==> config.mk <==
export PLATFORM = sky130hd
export DESIGN_NAME = color_match_ctrl
export DESIGN_NICKNAME = d
export VERILOG_FILES = /design/src/rtl/color_match_ctrl_pkg.sv /design/src/rtl/frame_accumulator.sv /design/src/rtl/single_color_cmp.sv /design/src/rtl/color_match_ctrl.sv
export SDC_FILE = /design/constraint.sdc
export NUM_CORES = 1
export LEC_CHECK = 0
export ABC_CLOCK_PERIOD_IN_PS = 6000
export BUFFER_PORTS_ARGS = -buffer_cell sky130_fd_sc_hd__buf_4
export CAP_MARGIN = 20
export CORE_UTILIZATION = 45
export CTS_BUF_LIST = sky130_fd_sc_hd__clkbuf_8
export DETAILED_ROUTE_END_ITERATION = 10
export PLACE_DENSITY = 0.68
export SKIP_CTS_REPAIR_TIMING = 1
export SLEW_MARGIN = 10
export SYNTH_ARGS = -nofsm -noshare
export SYNTH_HDL_FRONTEND = slang
export SYNTH_HIERARCHICAL = 1
export SYNTH_SLANG_ARGS = --single-unit
==> constraint.sdc <==
create_clock -name clk_100M -period 6 [get_ports clk_100M]
set_input_delay 0.6 -clock clk_100M [delete_from_list [all_inputs] [get_ports clk_100M]]
set_output_delay 0.6 -clock clk_100M [all_outputs]
set_load 0.01 [all_outputs]
==> src/rtl/color_match_ctrl_pkg.sv <==
// Shared types and constants for the colour-match controller slice.
package color_match_ctrl_pkg;

   typedef enum logic [1:0] {
      ST_IDLE   = 2'd0,
      ST_ACTIVE = 2'd1,
      ST_REPORT = 2'd2
   } state_t;

   localparam int R_HI = 23;
   localparam int R_LO = 16;
   localparam int G_HI = 15;
   localparam int G_LO = 8;
   localparam int B_HI = 7;
   localparam int B_LO = 0;

   // Coordinate sums carry a full counter's worth of headroom above the coordinate.
   function automatic int sum_w(input int coord_w, input int cnt_w);
      return coord_w + cnt_w;
   endfunction

endpackage

==> src/rtl/frame_accumulator.sv <==
// Per-frame match count and coordinate sums, snapshotted into result registers.
module frame_accumulator
   import color_match_ctrl_pkg::*;
#(
   parameter int X_W   = 10,
   parameter int Y_W   = 10,
   parameter int CNT_W = 20
) (
   input  logic                          clk_100M,
   input  logic                          rst_n,
   input  logic                          clr,
   input  logic                          add,
   input  logic                          snap,
   input  logic [X_W-1:0]                x,
   input  logic [Y_W-1:0]                y,
   output logic [CNT_W-1:0]              res_count,
   output logic [sum_w(X_W,CNT_W)-1:0]   res_sum_x,
   output logic [sum_w(Y_W,CNT_W)-1:0]   res_sum_y
);

   localparam int SX_W = sum_w(X_W, CNT_W);
   localparam int SY_W = sum_w(Y_W, CNT_W);

   logic [CNT_W-1:0] cnt, cnt_nxt;
   logic [SX_W-1:0]  sx, sx_nxt;
   logic [SY_W-1:0]  sy, sy_nxt;

   always_comb begin
      cnt_nxt = cnt;
      sx_nxt  = sx;
      sy_nxt  = sy;
      if (add) begin
         cnt_nxt = (&cnt) ? cnt : cnt + CNT_W'(1);
         sx_nxt  = sx + SX_W'(x);
         sy_nxt  = sy + SY_W'(y);
      end
   end

   // The snapshot takes the next-state totals so the final beat of a frame is included.
   always_ff @(posedge clk_100M or negedge rst_n) begin
      if (!rst_n) begin
         cnt       <= '0;
         sx        <= '0;
         sy        <= '0;
         res_count <= '0;
         res_sum_x <= '0;
         res_sum_y <= '0;
      end else begin
         if (clr) begin
            cnt <= '0;
            sx  <= '0;
            sy  <= '0;
         end else begin
            cnt <= cnt_nxt;
            sx  <= sx_nxt;
            sy  <= sy_nxt;
         end
         if (snap) begin
            res_count <= cnt_nxt;
            res_sum_x <= sx_nxt;
            res_sum_y <= sy_nxt;
         end
      end
   end

endmodule

==> src/rtl/single_color_cmp.sv <==
// One colour channel comparator: registers |pix - target| and threshold on enable.
module single_color_cmp (
   input  logic       clk_100M,
   input  logic       rst_p,
   input  logic       en,
   input  logic [7:0] pix,
   input  logic [7:0] target,
   input  logic [7:0] thresh,
   output logic       match
);

   logic [7:0] diff_q;
   logic [7:0] thr_q;

   always_ff @(posedge clk_100M or posedge rst_p) begin
      if (rst_p) begin
         diff_q <= '0;
         thr_q  <= '0;
      end else if (en) begin
         diff_q <= (pix >= target) ? (pix - target) : (target - pix);
         thr_q  <= thresh;
      end
   end

   // Reset state 0 < 0 is false, so a reset comparator never reports a match.
   assign match = (diff_q < thr_q);

endmodule

==> src/rtl/color_match_ctrl.sv <==
// Pixel-stream colour match sequencer: shadow config, R/G/B comparators, mask stream, frame totals.
//   state     | meaning
//   ST_IDLE   | between frames; apply pending config, drop stray beats, wait for s_sof
//   ST_ACTIVE | frame in progress; every accepted beat is compared and masked
//   ST_REPORT | one-cycle res_valid strobe with the frame totals
module color_match_ctrl
   import color_match_ctrl_pkg::*;
#(
   parameter int X_W   = 10,
   parameter int Y_W   = 10,
   parameter int CNT_W = 20
) (
   input  logic                          clk_100M,
   input  logic                          rst_n,
   input  logic [23:0]                   cfg_color,
   input  logic [23:0]                   cfg_thresh,
   input  logic                          cfg_wr,
   input  logic                          s_valid,
   output logic                          s_ready,
   input  logic [23:0]                   s_rgb,
   input  logic                          s_sof,
   input  logic                          s_eol,
   input  logic                          s_eof,
   output logic                          m_valid,
   input  logic                          m_ready,
   output logic                          m_mask,
   output logic [X_W-1:0]                m_x,
   output logic [Y_W-1:0]                m_y,
   output logic                          m_last,
   output logic                          res_valid,
   output logic [CNT_W-1:0]              res_count,
   output logic [sum_w(X_W,CNT_W)-1:0]   res_sum_x,
   output logic [sum_w(Y_W,CNT_W)-1:0]   res_sum_y,
   output logic                          busy
);

   state_t         state;
   logic           pending;
   logic [23:0]    pend_color, pend_thresh;
   logic [23:0]    act_color, act_thresh;
   logic [X_W-1:0] x_cnt;
   logic [Y_W-1:0] y_cnt;
   logic           eof_taken;

   logic           rst_p;
   logic           apply, accept, take_sof, cmp_en, m_hs;
   logic [X_W-1:0] pix_x;
   logic [Y_W-1:0] pix_y;
   logic           match_r, match_g, match_b;

   assign rst_p    = ~rst_n;
   assign apply    = (state == ST_IDLE) && pending;
   assign s_ready  = ((state == ST_ACTIVE) || ((state == ST_IDLE) && !pending))
                     && (!m_valid || m_ready) && !eof_taken;
   assign accept   = s_valid && s_ready;
   assign take_sof = accept && (state == ST_IDLE) && s_sof;
   assign cmp_en   = take_sof || (accept && (state == ST_ACTIVE));
   assign pix_x    = take_sof ? '0 : x_cnt;
   assign pix_y    = take_sof ? '0 : y_cnt;
   assign m_hs     = m_valid && m_ready;
   assign m_mask   = m_valid && match_r && match_g && match_b;
   assign busy     = (state != ST_IDLE);

   // A write coinciding with an apply must stay pending for the following frame.
   always_ff @(posedge clk_100M or negedge rst_n) begin
      if (!rst_n) begin
         pending     <= 1'b0;
         pend_color  <= '0;
         pend_thresh <= '0;
         act_color   <= '0;
         act_thresh  <= '0;
      end else begin
         pending <= cfg_wr || (pending && !apply);
         if (cfg_wr) begin
            pend_color  <= cfg_color;
            pend_thresh <= cfg_thresh;
         end
         if (apply) begin
            act_color  <= pend_color;
            act_thresh <= pend_thresh;
         end
      end
   end

   always_ff @(posedge clk_100M or negedge rst_n) begin
      if (!rst_n) begin
         state     <= ST_IDLE;
         x_cnt     <= '0;
         y_cnt     <= '0;
         eof_taken <= 1'b0;
         m_valid   <= 1'b0;
         m_x       <= '0;
         m_y       <= '0;
         m_last    <= 1'b0;
         res_valid <= 1'b0;
      end else begin
         res_valid <= 1'b0;
         m_valid   <= cmp_en || (m_valid && !m_ready);
         if (cmp_en) begin
            m_x    <= pix_x;
            m_y    <= pix_y;
            m_last <= s_eof;
            x_cnt  <= s_eol ? '0 : pix_x + X_W'(1);
            y_cnt  <= s_eol ? pix_y + Y_W'(1) : pix_y;
            if (s_eof) eof_taken <= 1'b1;
         end
         case (state)
            ST_IDLE: begin
               if (take_sof) state <= ST_ACTIVE;
            end
            ST_ACTIVE: begin
               if (m_hs && m_last) begin
                  state     <= ST_REPORT;
                  res_valid <= 1'b1;
               end
            end
            ST_REPORT: begin
               state     <= ST_IDLE;
               eof_taken <= 1'b0;
            end
            default: state <= ST_IDLE;
         endcase
      end
   end

   single_color_cmp u_cmp_r (
      .clk_100M (clk_100M),
      .rst_p    (rst_p),
      .en       (cmp_en),
      .pix      (s_rgb[R_HI:R_LO]),
      .target   (act_color[R_HI:R_LO]),
      .thresh   (act_thresh[R_HI:R_LO]),
      .match    (match_r)
   );

   single_color_cmp u_cmp_g (
      .clk_100M (clk_100M),
      .rst_p    (rst_p),
      .en       (cmp_en),
      .pix      (s_rgb[G_HI:G_LO]),
      .target   (act_color[G_HI:G_LO]),
      .thresh   (act_thresh[G_HI:G_LO]),
      .match    (match_g)
   );

   single_color_cmp u_cmp_b (
      .clk_100M (clk_100M),
      .rst_p    (rst_p),
      .en       (cmp_en),
      .pix      (s_rgb[B_HI:B_LO]),
      .target   (act_color[B_HI:B_LO]),
      .thresh   (act_thresh[B_HI:B_LO]),
      .match    (match_b)
   );

   frame_accumulator #(
      .X_W   (X_W),
      .Y_W   (Y_W),
      .CNT_W (CNT_W)
   ) u_acc (
      .clk_100M  (clk_100M),
      .rst_n     (rst_n),
      .clr       (take_sof),
      .add       (m_hs && m_mask),
      .snap      (m_hs && m_last),
      .x         (m_x),
      .y         (m_y),
      .res_count (res_count),
      .res_sum_x (res_sum_x),
      .res_sum_y (res_sum_y)
   );

endmodule

* Word level (Yosys, flattened, before mapping)
Index checks and enable logic that the tools add are counted.
** Cells by class
- Mux-type cells :: 22
- Add/sub/neg operators :: 11
- Eq/ne operators :: 4
- Reduce and logical (&&, ||, !) cells :: 33
- $lt $le $gt $ge :: 6
** Operator list (count)
- 30-bit 2-to-1 mux :: 4
- 30-bit by 10-bit adder with 30-bit output :: 2
- 20-bit 2-to-1 mux :: 3
- 8-bit subtractor :: 6
- 10-bit 2-to-1 mux :: 4
- 8-bit >= comparator :: 3
- 8-bit < comparator :: 3
- 8-bit 2-to-1 mux :: 3
- 10-bit by 1-bit adder with 10-bit output, second input constant :: 2
- 20-bit by 1-bit adder with 20-bit output, second input constant :: 1
- 20-bit AND reduction :: 1
- 1-bit logical AND :: 16
- 2-bit nonzero test :: 3
- 1-bit logical NOT :: 5
- 1-bit logical OR :: 5
- 1-bit 2-to-1 mux :: 5
- 2-bit 2-to-1 mux :: 2
- 2-bit one-hot mux with 2 select lines :: 1
- 2-bit AND reduction :: 2
- 2-bit by 1-bit equality test with 1-bit output, second input constant :: 1
- 2-bit equality test, second input constant :: 1
- 2-bit logical NOT :: 1
- 2-bit by 1-bit inequality test with 1-bit output, second input constant :: 1
- 2-bit inequality test, second input constant :: 1
** Storage, ports and cells
- Output and inout port bits :: 106
- Flip-flop bits (word level) :: 351
- Bits of input ports :: 80

* Longest topological paths before layout
- Depth in word-level cells :: 11
- Depth in mapped cells :: 16
- Gate-level depth less buffers :: 15

* Cells and area by module
The synthesis kept the hierarchy.
** By module, submodules not included
- frame_accumulator :: cells an instance 797, area each 7709.9 um2, times used 1
- color_match_ctrl :: cells an instance 435, area each 5763.0 um2, times used 1
- single_color_cmp :: cells an instance 155, area each 1376.3 um2, times used 3

* Worst setup path after synthesis
Ideal clock, no wire load.
- Path type :: register to register
- From :: register u_cmp_b.diff_q[1]
- To :: register u_acc.res_sum_y[24]
- Period minus slack after synthesis :: 3.071 ns
- Cell stages (with the launch flop) :: 16
- Arrival :: 2.935 ns
- Buffers on the path :: 2
- Path slack :: 2.929 ns
- Setup time :: 0.137 ns
- Path through :: dfrtp_1 ha_1 a21o_1 a21o_1 a21oi_1 o21ai_0 a31oi_1 and4_1 and2_1 buf_2 nand3_2 nand2b_1 clkbuf_1 a2111oi_2 xnor2_1 a21oi_1
** On the way
- Longest elaborated chain between the ends :: 4
** RTL lines
- start: declaration :: line single_color_cmp.sv:12 : logic [7:0] diff_q;
- start signal: assignment :: line single_color_cmp.sv:20 : diff_q <= (pix >= target) ? (pix - target) : (target - pix);
- 8-bit < comparator :: line single_color_cmp.sv:26 : assign match = (diff_q < thr_q);
- named net match_b :: line color_match_ctrl.sv:49 : logic match_r, match_g, match_b;
- 1-bit logical AND :: line color_match_ctrl.sv:61 : assign m_mask = m_valid && match_r && match_g && match_b;
- named net m_mask :: line color_match_ctrl.sv:26 : output logic m_mask,
- 1-bit logical AND :: line color_match_ctrl.sv:164 : .add (m_hs && m_mask),
- 30-bit 2-to-1 mux :: line frame_accumulator.sv:32 : if (add) begin
- end signal: assignment :: line frame_accumulator.sv:61 : res_sum_y <= sy_nxt;
- end: declaration :: line frame_accumulator.sv:18 : output logic [sum_w(Y_W,CNT_W)-1:0] res_sum_y
The timed path passes the listed nets, and every way through them passes these cells.
A chain may end at the register's enable or synchronous reset.

* Worst setup path after layout
- From :: register u_cmp_g.diff_q[1]
- To :: register u_acc.res_sum_x[26]
** On the way
- Longest elaborated chain between the ends :: 5
** RTL lines
- start: declaration :: line single_color_cmp.sv:12
- start signal: assignment :: line single_color_cmp.sv:20
- 8-bit < comparator :: line single_color_cmp.sv:26
- named net match_g :: line color_match_ctrl.sv:49
- 1-bit logical AND (2 in series) :: line color_match_ctrl.sv:61
- 1-bit logical AND :: line color_match_ctrl.sv:164
- 30-bit 2-to-1 mux :: line frame_accumulator.sv:32
- end signal: assignment :: line frame_accumulator.sv:60 : res_sum_x <= sx_nxt;
- end: declaration :: line frame_accumulator.sv:17 : output logic [sum_w(X_W,CNT_W)-1:0] res_sum_x,
The timed path passes the listed nets, and every way through them passes these cells.

==> impl_results.rst <==
.. list-table::
   :header-rows: 1

   * - Metric
     - Value
   * - Outcome
     - complete, no violations
   * - Start-to-end type of the worst setup path
     - reg -> reg
   * - Fraction of layout instances using a drive strength above 1
     - 0.223
   * - Total of max-cap violations
     - 0
   * - Longest individual stage delay on the worst path
     - 0.53 ns
   * - Count of input and output buffers
     - 185
   * - Core box area
     - 38600 um2
   * - Wire length of the first global-routing pass
     - 63400 um
   * - Kind of launch point of the worst setup path
     - flip-flop
   * - Vias in the first global route
     - 12800
   * - Sequential-to-total area share from yosys stat
     - 0.499
   * - Number of antenna violations at the first check in global routing
     - 2
   * - Hold/Removal Path Class
     - in -> async
   * - Maximum buffer depth of the clock tree
     - 3
   * - Half-perimeter wire length of the detailed placement result
     - 26800 um
   * - Internal power consumption
     - 0.00592 W
   * - Final GP Congestion
     - 0.893
   * - Switching part of the total
     - 0.339
   * - First-pass iteration count of the detailed router
     - 7
   * - Cell with the largest stage delay on the worst path
     - sky130_fd_sc_hd__or4b_1
   * - Post-synthesis instance area
     - 17600 um2
   * - Worst rel slew slack
     - 0.273
   * - Async SR Flop Fraction
     - 1.00
   * - Register-to-register setup slack
     - 2.05 ns
   * - Combined area of the multi-input logic cells
     - 8100 um2
   * - Aggregate global-route resource usage
     - 0.199
   * - Count of nets after finishing
     - 2051
   * - Top cell type by total area after synthesis
     - sky130_fd_sc_hd__dfrtp_1
   * - Share of the clock period used by the worst path
     - 0.659
   * - Yosys Warn Count
     - 6
   * - Primary flip-flop cell chosen by synthesis mapping
     - sky130_fd_sc_hd__dfrtp_1
   * - Latest clock arrival within the worst-skew pair
     - 0.65 ns
   * - Pwr dens
     - 431 nW/um2
   * - Largest cells by area after synthesis
     - sky130_fd_sc_hd__dfrtp_1 50%, sky130_fd_sc_hd__mux2_2 6.8%, sky130_fd_sc_hd__ha_1 6.3%, sky130_fd_sc_hd__a21oi_1 4.4%, sky130_fd_sc_hd__nor2_1 4.2%
   * - Synth cell count leaders
     - 351 x sky130_fd_sc_hd__dfrtp_1, 199 x sky130_fd_sc_hd__nor2_1, 153 x sky130_fd_sc_hd__a21oi_1
   * - Share of total power in combinational logic
     - 0.347
   * - Clock-pin slew on the worst setup and hold paths
     - 0.06 ns
   * - Sink count of the clock tree
     - 351
   * - Floorplan die area
     - 39900 um2
   * - Kind of capture point of the worst setup path
     - flip-flop
   * - Buf+Inv Stages, Crit Path
     - 2
   * - Final Critical Period
     - 3.95 ns
   * - Routed wire length per instance
     - 15.9 um
   * - Total of flip-flops plus latches after synthesis
     - 351
   * - Initial core utilization
     - 0.455
   * - Arrival time worst endpoint
     - 4.44 ns
   * - Achievable clock frequency
     - 253 MHz
   * - Horizontal die dimension
     - 200 um
   * - Most repeated cell in the gate-level netlist after synthesis
     - sky130_fd_sc_hd__dfrtp_1
   * - Number of enable flip-flop cells after synthesis
     - 0
   * - Crit path required time
     - 6.49 ns
   * - Top-area cell type share of the netlist area
     - 0.499
   * - Setup Total Neg Slack
     - 0 ns
   * - Max IR drop VDD
     - 0.231 mV
   * - TritonCTS clock tree
     - built
   * - Count of fill cells added during filler insertion
     - 3431
   * - Std cell rows
     - 72
   * - Cell family with most CP delay
     - simple AND/OR/NAND/NOR gates
   * - Final setup violation count
     - 0
   * - Static Leak
     - 9.86 nW
   * - Critical-path cell list
     - ha_1 -> a21o_1 -> a21o_1 -> a21oi_1 -> o21ai_0 -> a31oi_1 -> and4_1 -> and2_2 -> buf_4 -> nand4_1 -> inv_1 -> nand3_2 -> or4b_1 -> xor2_1 -> a21oi_1
   * - Crit path max fanout
     - 23
   * - Final total power
     - 0.00895 W
   * - DRC viols
     - 0
   * - Synthesized netlist cell count
     - 1697
   * - Tightest Pin Transition
     - 1.08 ns
   * - Starting DRC count in detailed routing
     - 664
   * - Worst Skew
     - 0.0207 ns
   * - Clock Root Buffer
     - sky130_fd_sc_hd__clkbuf_8
   * - Setup repair after global routing missed its margin
     - no
   * - Switching power summed over all nets
     - 0.00303 W
   * - Area growth from synthesis to layout
     - 17.9%
   * - Ports placed on the boundary
     - 186
   * - Vias after detailed routing
     - 13000
   * - Antenna Nets Post-Route
     - 0
   * - Final number of hold-violating endpoints
     - 0
   * - FF/Latch Area
     - 8780 um2
   * - Total clock buffers created by CTS
     - 59
   * - Leftover overflow at the end of global routing
     - 0
   * - Largest net degree at the start of global routing
     - 145
   * - Post-synthesis average cell area
     - 10.4 um2
   * - Seq pwr share
     - 0.389
   * - Die boundary height
     - 200 um
   * - Max-slew violations
     - 0
   * - Clk pwr share
     - 0.265
   * - Final cell utilization of the core
     - 0.537
   * - Number of distinct standard cells referenced by the synthesized netlist
     - 68
   * - CTS H-tree lvls
     - 2
   * - Avg Vias per Cell
     - 5.31
   * - Net count of the mapped netlist
     - 1874
   * - DRT Wirelength
     - 38800 um
==> metal layers <==
metal / share of wire / wire length [um] / vias up / GRT usage
met4: 0.026 / 997 / 2 / 0.0755
li1: - / - / 6252 / -
met5: 0.00034 / 13 / - / 0
met1: 0.45 / 17500 / 6329 / 0.263
met2: 0.46 / 17800 / 310 / 0.318
met3: 0.064 / 2470 / 63 / 0.0477
==> power groups by stage <==
stage / Sequential [W] / Combinational (W) / Clock, W
floorplan: 0.00352 / 0.00203 / 0
global placement: 0.00349 / 0.00304 / 0
detailed placement: 0.00352 / 0.00311 / 0
CTS: 0.00348 / 0.00313 / 0.00245
global route: 0.00357 / 0.00349 / 0.00256
finish: 0.00348 / 0.00311 / 0.00237
==> final timing paths <==
kind                                   startpoint                  end  depth (start not counted)
worst max-delay path            u_cmp_g/diff_q[1]  u_acc/res_sum_x[26]                         15
worst min-delay path                        rst_n      pend_thresh[11]                          1
worst max register to register  u_cmp_g/diff_q[1]  u_acc/res_sum_x[26]                         15
worst min register to register           y_cnt[9]             y_cnt[9]                          1
max in group asynchronous                   rst_n       pend_color[22]                          2
min in group clk_100M               cfg_thresh[0]       pend_thresh[0]                          2
==> area by class of cell <==
cell class | instances | area share
Antenna cell | 1 | 0.000121
Clock buffer | 75 | 0.0497
Clock inverter | 34 | 0.0152
Inverter | 102 | 0.0184
Multi-Input combinational cell | 1166 | 0.390
Sequential cell | 351 | 0.423
Tap cell | 518 | 0.0312
Timing Repair Buffer | 194 | 0.0717
==> flip-flops by register name, summed over array words and instances (netlist names), 2 cells and up <==
signal and cells:
u_cmp_b/thr_q 8, u_acc/res_count 20, y_cnt 10, u_acc/res_sum_x 30, state 2, u_cmp_g/thr_q 8
m_y 10, u_acc/sy 30, act_thresh 24, pend_thresh 24, m_x 10, x_cnt 10
u_cmp_r/diff_q 8, u_cmp_b/diff_q 8, u_acc/cnt 20, u_acc/res_sum_y 30, u_cmp_g/diff_q 8, u_acc/sx 30
act_color 24, u_cmp_r/thr_q 8, pend_color 24
==> placed cells by master (no fill, tap or decap), drive strengths merged, types with 9 or more instances in the layout <==
cell type / count
xor2: 34
nand2: 109
dfrtp: 351
nor2b: 15
clkinv: 11
a211oi: 32
mux2i: 40
and3: 21
nand2b: 14
xnor2: 46
nand3: 37
nor2: 199
and2: 12
and4: 9
a21oi: 153
ha: 89
mux2: 108
inv: 117
clkbuf: 75
nor3: 13
buf: 194
o21ai: 66
a21o: 30
nand4: 34
a31oi: 24
==> cells by family (layout without fill, tap and decap cells) <==
kind of cell,count (synthesis),after routing,synth area share
AOI/OAI and AO/OA,350,350,0.122
xor gates and xnor gates,80,80,0.0398
adders and majority gates,97,97,0.0724
buffers and inverters,180,405,0.0416
DFF,351,351,0.499
muxes,148,148,0.0918
other,0,1,0
and+or+nand+nor,491,491,0.133
==> through the flow <==
stage	area (um2)	setup WS (ns)	instances	hold WS (ns)
after floorplan	17600	2.93	1697	0.304
final	20800	2.05	2441	0.0263
after detailed placement	19400	2.10	2330	0.468
after global routing	20800	1.76	2440	0.0596
after CTS	20700	2.02	2439	0.00702
after global placement	19400	2.23	2330	0.465
==> worst reg2reg max path, cell delays in order, from the launching register on <==
cell and delay [ns]:
sky130_fd_sc_hd__dfrtp_1 0.38, sky130_fd_sc_hd__ha_1 0.29, sky130_fd_sc_hd__a21o_1 0.17, sky130_fd_sc_hd__a21o_1 0.18, sky130_fd_sc_hd__a21oi_1 0.14, sky130_fd_sc_hd__o21ai_0 0.10, sky130_fd_sc_hd__a31oi_1 0.25, sky130_fd_sc_hd__and4_1 0.26
sky130_fd_sc_hd__and2_2 0.48, sky130_fd_sc_hd__buf_4 0.37, sky130_fd_sc_hd__nand4_1 0.16, sky130_fd_sc_hd__inv_1 0.10, sky130_fd_sc_hd__nand3_2 0.08, sky130_fd_sc_hd__or4b_1 0.53, sky130_fd_sc_hd__xor2_1 0.21, sky130_fd_sc_hd__a21oi_1 0.10
(Power assumes the default switching activity.)
